===== config.mk =====
export PLATFORM = sky130hd
export DESIGN_NAME = channel_rr_arbiter_flat
export DESIGN_NICKNAME = d
export VERILOG_FILES = /design/src/rtl/channel_rr_arbiter_pkg.sv /design/src/rtl/channel_rr_arbiter_if.sv /design/src/rtl/channel_rr_arbiter_one_hot_select.sv /design/src/rtl/channel_rr_arbiter.sv /design/src/flat_wrapper.sv
export SDC_FILE = /design/constraint.sdc
export NUM_CORES = 1
export LEC_CHECK = 0
export ABC_AREA = 1
export CORE_MARGIN = 4
export CORE_UTILIZATION = 35
export CTS_CLUSTER_DIAMETER = 80
export CTS_CLUSTER_SIZE = 30
export DETAILED_ROUTE_END_ITERATION = 16
export PLACE_DENSITY_LB_ADDON = 0.05
export SYNTH_ARGS = -nofsm -noshare
export SYNTH_HDL_FRONTEND = slang
export SYNTH_HIERARCHICAL = 1
export SYNTH_SLANG_ARGS = --single-unit
export TNS_END_PERCENT = 50

===== constraint.sdc =====
create_clock -name clk -period 3.1 [get_ports clk]
set_clock_uncertainty 0.1 [all_clocks]
set_input_delay 0.31 -clock clk [delete_from_list [all_inputs] [get_ports clk]]
set_output_delay 0.31 -clock clk [all_outputs]
set_load 0.02 [all_outputs]

===== src/rtl/channel_rr_arbiter_pkg.sv =====
// Shared types, constants and helpers for the TDC channel-merge round-robin arbiter.
package channel_rr_arbiter_pkg;

  typedef enum logic {
    ST_IDLE = 1'b0,
    ST_RUN  = 1'b1
  } state_e;

  localparam int unsigned CNT_W = 16;

  // Ceiling log2 usable in constant expressions; callers guarantee v >= 2.
  function automatic int unsigned clog2(input int unsigned v);
    int unsigned r;
    r = 0;
    for (int unsigned x = v - 1; x > 0; x = x >> 1) begin
      r = r + 1;
    end
    return r;
  endfunction

endpackage


===== src/rtl/channel_rr_arbiter_if.sv =====
// Channel-FIFO side and output-stage side of the arbiter, bundled as one bus.
interface channel_rr_arbiter_if #(
  parameter int unsigned DATA_WIDTH = 32,
  parameter int unsigned DATA_DEPTH = 8
);
  import channel_rr_arbiter_pkg::*;

  localparam int unsigned CHNL_W = clog2(DATA_DEPTH);

  logic [DATA_DEPTH-1:0]            ch_valid;
  logic [DATA_WIDTH*DATA_DEPTH-1:0] ch_data;
  logic [DATA_DEPTH-1:0]            ch_read;
  logic [DATA_DEPTH-1:0]            grant;
  logic [DATA_WIDTH-1:0]            out_data;
  logic [CHNL_W-1:0]                out_chnl;
  logic                             out_valid;
  logic                             out_ready;

  // Environment side: FIFOs plus downstream consumer.
  modport master (
    output ch_valid, ch_data, out_ready,
    input  ch_read, grant, out_data, out_chnl, out_valid
  );

  // Arbiter side.
  modport slave (
    input  ch_valid, ch_data, out_ready,
    output ch_read, grant, out_data, out_chnl, out_valid
  );

endinterface


===== src/rtl/channel_rr_arbiter_one_hot_select.sv =====
// One-hot word selector: ORs together the channel words whose select bit is set.
module channel_rr_arbiter_one_hot_select #(
  parameter int unsigned DATA_WIDTH = 32,
  parameter int unsigned DATA_DEPTH = 8
) (
  input  logic [DATA_DEPTH-1:0]            sel_i,
  input  logic [DATA_WIDTH*DATA_DEPTH-1:0] data_i,
  output logic [DATA_WIDTH-1:0]            data_o
);

  always_comb begin
    data_o = '0;
    for (int i = 0; i < int'(DATA_DEPTH); i++) begin
      data_o = data_o | ({DATA_WIDTH{sel_i[i]}} & data_i[i*DATA_WIDTH +: DATA_WIDTH]);
    end
  end

endmodule


===== src/rtl/channel_rr_arbiter.sv =====
// Round-robin readout arbiter: pops one show-ahead channel FIFO per cycle into a
// single valid/ready output register tagged with its channel number.
module channel_rr_arbiter
  import channel_rr_arbiter_pkg::*;
#(
  parameter int unsigned DATA_WIDTH = 32,
  parameter int unsigned DATA_DEPTH = 8
) (
  input  logic                    clk,
  input  logic                    rst_n,
  input  logic                    enable,
  channel_rr_arbiter_if.slave     bus,
  output logic [CNT_W-1:0]        word_cnt
);

  localparam int unsigned CHNL_W = clog2(DATA_DEPTH);
  localparam int unsigned PTR_W  = CHNL_W + 1;

  state_e                  state_q;
  logic [CHNL_W-1:0]       last_q;
  logic [DATA_WIDTH-1:0]   out_data_q;
  logic [CHNL_W-1:0]       out_chnl_q;
  logic                    out_valid_q;
  logic [CNT_W-1:0]        cnt_q;

  logic                    load_c;
  logic                    do_grant_c;
  logic                    accept_c;
  logic [PTR_W-1:0]        shift_c;
  logic [2*DATA_DEPTH-1:0] req_dbl_c;
  logic [DATA_DEPTH-1:0]   req_rot_c;
  logic [DATA_DEPTH-1:0]   seen_c;
  logic [DATA_DEPTH-1:0]   first_hit_c;
  logic [2*DATA_DEPTH-1:0] gnt_dbl_c;
  logic [DATA_DEPTH-1:0]   gnt_raw_c;
  logic [DATA_DEPTH-1:0]   ch_read_c;
  logic [CHNL_W-1:0]       gnt_idx_c;
  logic [DATA_WIDTH-1:0]   sel_data_c;

  assign load_c     = ~out_valid_q | bus.out_ready;
  assign accept_c   = out_valid_q & bus.out_ready;
  assign do_grant_c = (state_q == ST_RUN) & load_c & (|bus.ch_valid);

  // Rotate the doubled request vector so bit 0 is channel last+1.
  assign shift_c   = PTR_W'(last_q) + PTR_W'(1);
  assign req_dbl_c = {bus.ch_valid, bus.ch_valid};
  assign req_rot_c = DATA_DEPTH'(req_dbl_c >> shift_c);
  assign seen_c[0] = 1'b0;

  for (genvar j = 0; j < int'(DATA_DEPTH); j++) begin : g_pri
    assign first_hit_c[j] = req_rot_c[j] & ~seen_c[j];
    if (j < int'(DATA_DEPTH) - 1) begin : g_chain
      assign seen_c[j+1] = seen_c[j] | req_rot_c[j];
    end
  end

  // Undo the rotation; the upper half carries the wrapped-around positions.
  assign gnt_dbl_c = {{DATA_DEPTH{1'b0}}, first_hit_c} << shift_c;
  assign gnt_raw_c = gnt_dbl_c[DATA_DEPTH-1:0] | gnt_dbl_c[2*DATA_DEPTH-1:DATA_DEPTH];
  assign ch_read_c = do_grant_c ? gnt_raw_c : '0;

  always_comb begin
    gnt_idx_c = '0;
    for (int i = 0; i < int'(DATA_DEPTH); i++) begin
      if (gnt_raw_c[i]) gnt_idx_c = gnt_idx_c | CHNL_W'(i);
    end
  end

  channel_rr_arbiter_one_hot_select #(
    .DATA_WIDTH (DATA_WIDTH),
    .DATA_DEPTH (DATA_DEPTH)
  ) u_sel (
    .sel_i  (ch_read_c),
    .data_i (bus.ch_data),
    .data_o (sel_data_c)
  );

  // Enable level is sampled into the FSM; the output stage loads on grant.
  always_ff @(posedge clk or negedge rst_n) begin
    if (!rst_n) begin
      state_q     <= ST_IDLE;
      last_q      <= CHNL_W'(DATA_DEPTH - 1);
      out_data_q  <= '0;
      out_chnl_q  <= '0;
      out_valid_q <= 1'b0;
      cnt_q       <= '0;
    end else begin
      state_q <= enable ? ST_RUN : ST_IDLE;
      if (do_grant_c) begin
        last_q      <= gnt_idx_c;
        out_data_q  <= sel_data_c;
        out_chnl_q  <= gnt_idx_c;
        out_valid_q <= 1'b1;
      end else if (accept_c) begin
        out_valid_q <= 1'b0;
      end
      if (accept_c) cnt_q <= cnt_q + CNT_W'(1);
    end
  end

  assign bus.ch_read   = ch_read_c;
  assign bus.grant     = ch_read_c;
  assign bus.out_data  = out_data_q;
  assign bus.out_chnl  = out_chnl_q;
  assign bus.out_valid = out_valid_q;
  assign word_cnt      = cnt_q;

endmodule


===== src/flat_wrapper.sv =====
// flat-port wrapper written by rule: the top's interface ports become plain ports
module channel_rr_arbiter_flat import channel_rr_arbiter_pkg::*;
#(
  parameter int unsigned DATA_WIDTH = 32,
  parameter int unsigned DATA_DEPTH = 8
)
  (clk, rst_n, enable, word_cnt, bus_ch_valid, bus_ch_data, bus_out_ready, bus_ch_read, bus_grant, bus_out_data, bus_out_chnl, bus_out_valid);
  channel_rr_arbiter_if #(.DATA_WIDTH(DATA_WIDTH), .DATA_DEPTH(DATA_DEPTH)) bus_i ();
  input  logic clk;
  input  logic rst_n;
  input  logic enable;
  output logic [CNT_W-1:0] word_cnt;
  input wire logic [$bits(bus_i.ch_valid)-1:0] bus_ch_valid;
  input wire logic [$bits(bus_i.ch_data)-1:0] bus_ch_data;
  input wire logic [$bits(bus_i.out_ready)-1:0] bus_out_ready;
  output wire logic [$bits(bus_i.ch_read)-1:0] bus_ch_read;
  output wire logic [$bits(bus_i.grant)-1:0] bus_grant;
  output wire logic [$bits(bus_i.out_data)-1:0] bus_out_data;
  output wire logic [$bits(bus_i.out_chnl)-1:0] bus_out_chnl;
  output wire logic [$bits(bus_i.out_valid)-1:0] bus_out_valid;
  assign bus_i.ch_valid = bus_ch_valid;
  assign bus_i.ch_data = bus_ch_data;
  assign bus_i.out_ready = bus_out_ready;
  assign bus_ch_read = bus_i.ch_read;
  assign bus_grant = bus_i.grant;
  assign bus_out_data = bus_i.out_data;
  assign bus_out_chnl = bus_i.out_chnl;
  assign bus_out_valid = bus_i.out_valid;
  channel_rr_arbiter #(.DATA_WIDTH(DATA_WIDTH), .DATA_DEPTH(DATA_DEPTH)) u_core (.clk(clk), .rst_n(rst_n), .enable(enable), .bus(bus_i), .word_cnt(word_cnt));
endmodule

* After elaboration in Yosys (flattened, before gate mapping)
Cells that the tools add are included.
Storage, ports and cells: register bits 56, bits of input ports 268, output and inout bits 68, logic and storage cells 64
Operators by class: $add $sub $neg 2, shift-type cells 2, multiplexer cells 11, bitwise gates (word level) 41, reductions and logical operators 2
Operators by type and width (count):
- bitwise AND 32 bit | 8
- OR 32 bit | 7
- adder 16 x 1 -> 16 bit (second input constant) | 1
- << shifter 8 x 4 -> 16 bit | 1
- right shift 16 x 4 -> 8 bit | 1
- two-way mux 3 bit | 4
- bitwise AND 1 bit | 10
- two-way mux 8 bit | 1
- NOT 1 bit | 8
- OR 8 bit | 1
- OR reduction 8 bit | 1
- OR 1 bit | 7
- adder 3 x 1 -> 4 bit (second input constant) | 1
- two-way mux 1 bit | 4
- two-way mux 2 bit | 2
- nonzero test 2 bit | 1

* Longest topological paths before layout
depth in word-level cells 21, mapped depth 22, depth with buffers taken out 21

* Hierarchy
Netlist, hierarchy kept.
By module, submodules not included:
- channel_rr_arbiter | instances 1, cells each 436, area each 3193.1 um^2, sequential area each 1405.1 um^2
- channel_rr_arbiter_one_hot_select | instances 1, cells each 504, area each 2037.0 um^2, sequential area each 0.0 um^2

* Worst setup path after synthesis
Ideal clock, no wire load.
path type register to output, start reg u_core.last_q[1], end out bus_grant[0], arrival 2.586 ns, required time 2.690 ns, path slack 0.104 ns, cell stages (with the launch flop) 16, path buffers 2, cell sequence dfstp_2 -> buf_6 -> clkinv_2 -> nand3_1 -> nand2_1 -> nand2_1 -> nand2_2 -> inv_1 -> nand2_1 -> nand2_1 -> o21ai_2 -> or2_1 -> nand2_1 -> nand2_1 -> a31oi_1 -> buf_4
Between the ends: word-level cells in the longest chain between the ends 13, elaborated cells on any way between the ends 25, classes of those cells add/sub: 1; shift: 2; mux: 1; bitwise: 21
RTL lines:
- start, declared | RTL line channel_rr_arbiter.sv:20 | logic [CHNL_W-1:0] last_q;
- start signal, assigned | RTL line channel_rr_arbiter.sv:82 | last_q <= CHNL_W'(DATA_DEPTH - 1);
- start signal, assigned | RTL line channel_rr_arbiter.sv:90 | last_q <= gnt_idx_c;
- adder 3 x 1 -> 4 bit * | RTL line channel_rr_arbiter.sv:45 | assign shift_c = PTR_W'(last_q) + PTR_W'(1);
- right shift 16 x 4 -> 8 bit | RTL line channel_rr_arbiter.sv:47 | assign req_rot_c = DATA_DEPTH'(req_dbl_c >> shift_c);
- OR 1 bit (6 in a row) | RTL line channel_rr_arbiter.sv:53 | assign seen_c[j+1] = seen_c[j] | req_rot_c[j];
- NOT 1 bit | RTL line channel_rr_arbiter.sv:51 | assign first_hit_c[j] = req_rot_c[j] & ~seen_c[j];
- bitwise AND 1 bit | RTL line channel_rr_arbiter.sv:51
- << shifter 8 x 4 -> 16 bit * | RTL line channel_rr_arbiter.sv:58 | assign gnt_dbl_c = {{DATA_DEPTH{1'b0}}, first_hit_c} << shift_c;
- OR 8 bit * | RTL line channel_rr_arbiter.sv:59 | assign gnt_raw_c = gnt_dbl_c[DATA_DEPTH-1:0] | gnt_dbl_c[2*DATA_DEPTH-1:DATA_DEPTH];
- two-way mux 8 bit * | RTL line channel_rr_arbiter.sv:60 | assign ch_read_c = do_grant_c ? gnt_raw_c : '0;
- end, declared | RTL line flat_wrapper.sv:17 | output wire logic [$bits(bus_i.grant)-1:0] bus_grant;
Every way passes the cells marked *; elsewhere a longest branch is shown, timed or not.

* Worst setup path in the final report
start reg u_core.last_q[0], end out bus_grant[7]
Same word-level chain as after synthesis.

==> out/summary.txt <==
CP max FO = 5
Die W = 130 um
library cells used by synthesis = 32
Detailed Route WL = 23.7 mm
post-synth net total = 1,210
port bufs = 335
vias in the first global route = 6,357
CTS sink cnt = 56
# fillers = 1,407
Slew Viols, Final = 0
status = finished clean
Post-DP HPWL = 18.4 mm
via count = 6,846
DRT iter0 DRCs = 334
Antenna Cells = 0
Synth Register Bits = 56
gpl congestion = 0.884
CORE AREA = 14,600 um^2
Max Cap Violations = 0
GRT overflow = 0
required time of the critical path = 2.69 ns
die height = 130 um
Residual DRC = 0
total iterations of the first detailed-routing run = 5
power density cells = 1010 nW/um^2
Worst-Skew Late Latency = 0.29 ns
first-pass GRT wire length = 34.1 mm
CP Capture Type = output pin
die area = 17,000 um^2
period utilisation layout = 98.7%
final hold violation count = 0
largest net degree at the start of global routing = 47
Synth warnings = 6
antenna violations before repair = 1
vias per inst = 4.68
root buf cell = clkbuf_16
row cnt = 44
Critical Path AT = 2.65 ns
Syn Std Cell Area = 5230 um^2
Hold WC Path Type = primary input to flip-flop
antenna viol nets, final = 0
clk buf depth = 2
Power Total = 9.28 mW
Final setup viols = 0
register area share after synthesis = 26.9%
Crit Path Class = flip-flop to output pin
Synth Instances = 940
WL per Instance = 16.2 um
RSZ-0062 raised after global routing = yes
CTS clk-pin slew, worst paths = 0.07 ns
Max IR drop VDD = 0.000498 V
CTS tree = yes
Slew @ Worst Pin = 0.502 ns
nets@finish = 1,547
Leakage = 4.68 nW
Hold Slack = 0.371 ns
normalized max-slew margin = 66.5%
Num CTS Buffers = 5
Final min period = 3.06 ns
io pins = 336
Peak Freq = 327 MHz
Max H-tree Level = 2
Starting Density = 35.8%
ratio of cells with drive above 1 in the final layout = 9.55%
Area Growth Syn to Fin = 76.1%
CP startpoint kind = flip-flop
GRT Overall Usage = 26.1%
mean area per synthesized cell = 5.56 um^2
[layer usage]
metal / part of all wire [%] / vias to the layer above / track usage (%)
met5: 0.034 / - / 0
met4: 3.0 / 2 / 7.70
met3: 7.7 / 38 / 6.47
met2: 49 / 248 / 46.1
met1: 40 / 3021 / 31.2
li1: - / 3537 / -
[cell families after synthesis]
family	after synthesis	share of synthesized area (%)
simple gates	778	59.4
buf+inv	73	9.02
flops	56	26.9
compound gates	17	1.94
xor+xnor	14	2.34
fa+ha+maj	2	0.478
[critical path, cell delays in order, from the launching register on]
cell and delay [ns]:
dfstp_2 0.60, buf_4 0.16, nand2_1 0.06, nand3_1 0.08
nand2_1 0.08, nand2_1 0.09, nand2_2 0.08, inv_1 0.13
nand3_2 0.10, nand2_1 0.07, nand2_1 0.08, o21ai_2 0.19
nand2_2 0.10, a21oi_4 0.24, buf_12 0.14, buf_4 0.13
[flip-flops by register name, indices dropped and copies added (netlist names)]
register	count
u_core/bus.out_data	32
u_core/word_cnt	16
u_core/bus.out_chnl	3
u_core/last_q	3
u_core/bus.out_valid	1
u_core/state_q	1
[cells in the mapped netlist, drive strengths merged]
cell / instances / share of area, %
a21oi: 7 / 0.67
a31oi: 2 / 0.24
buf: 41 / 6.7
clkbuf: 7 / 0.50
clkinv: 3 / 0.24
dfrtp: 53 / 25
dfstp: 3 / 1.5
ha: 2 / 0.48
inv: 22 / 1.6
nand2: 619 / 45
nand3: 58 / 5.9
nand4: 8 / 1.2
nor2: 88 / 6.8
nor3: 1 / 0.096
nor4: 3 / 0.36
o21ai: 7 / 0.89
o21bai: 1 / 0.14
or2: 1 / 0.12
xnor2: 7 / 1.2
xor2: 7 / 1.2
[report_power, final]
| group | total, mW | switching (mW) | internal [mW] |
|---|---|---|---|
| combinational | 7.43 | 4.49 | 2.94 |
| sequential | 1.20 | 0.183 | 1.02 |
| clock | 0.656 | 0.271 | 0.385 |
| total | 9.28 | 4.95 | 4.34 |
[layout make-up]
type | count | area [um^2] | share of cell area [%]
clock buffers | 6 | 129 | 1.40
clock inverters | 2 | 38.8 | 0.421
inverters | 25 | 97.6 | 1.06
multi-input cells | 811 | 3530 | 38.3
flip-flops and latches | 56 | 1410 | 15.3
well taps | 184 | 230 | 2.50
repair buffers | 378 | 3780 | 41.1
[worst paths after layout]
check,slack [ns],from,end,cells past startpoint
min reg2reg,0.38,u_core/word_cnt[15]$_DFFE_PN0P_,u_core/word_cnt[15]$_DFFE_PN0P_,1
max,0.04,u_core/last_q[0]$_DFFE_PN1P_,bus_grant[7],15
max in group asynchronous,1.78,rst_n,u_core/bus.out_data[13]$_DFFE_PN0P_,3
min in group asynchronous,0.42,rst_n,u_core/word_cnt[3]$_DFFE_PN0P_,2
max reg2reg,0.11,u_core/last_q[1]$_DFFE_PN1P_,u_core/bus.out_data[22]$_DFFE_PN0P_,19
min,0.37,enable,u_core/state_q$_DFF_PN0_,1
[cell usage in the layout, fill, tap and decap left out, types with 2 or more instances in the layout]
| cell | Yosys | final |
|---|---|---|
| nand2_2 | 8 | 15 |
| nor2_2 | 1 | 2 |
| ha_1 | 2 | 2 |
| clkdlybuf4s50_1 | 0 | 318 |
| a21oi_1 | 7 | 3 |
| nor4_1 | 3 | 3 |
| nand2_1 | 611 | 603 |
| buf_12 | 0 | 6 |
| xor2_1 | 7 | 7 |
| inv_1 | 20 | 19 |
| buf_4 | 9 | 35 |
| dfstp_2 | 3 | 3 |
| nand3_1 | 54 | 42 |
| nand4_1 | 7 | 7 |
| a31oi_4 | 0 | 2 |
| dfrtp_1 | 53 | 53 |
| xnor2_1 | 7 | 7 |
| inv_2 | 2 | 2 |
| nor2_4 | 3 | 4 |
| buf_2 | 10 | 6 |
| a21oi_4 | 0 | 4 |
| clkinv_1 | 2 | 2 |
| buf_6 | 20 | 8 |
| nand3_2 | 4 | 16 |
| o21ai_0 | 3 | 3 |
| nor2_1 | 84 | 82 |
| o21ai_2 | 3 | 4 |
| clkbuf_16 | 0 | 6 |
[what timing repair did]
action                     in CTS  in global routing
resized for setup              58                 55
setup buffers                   6                  1
setup endpoints to repair      48                 48
hold buffers                    1                  0
hold endpoints to repair       21                  0
cloned                          1                  1
pin swaps                       3                 10
[per-stage QoR]
stage	std cells	setup TNS, ns	setup slack [ns]	area [um^2]	utilization [%]
detailed placement	1445	-5.63	-0.166	8780	60.2
global route	1462	-5.09	-0.159	9210	63.1
finish	1462	0	0.0388	9210	63.1
global placement	1445	-4.27	-0.147	8780	60.2
CTS	1461	0	0.000188	9030	61.9
floorplan	940	0	0.104	5230	-
No activity file was read; power rests on OpenSTA's default activity.
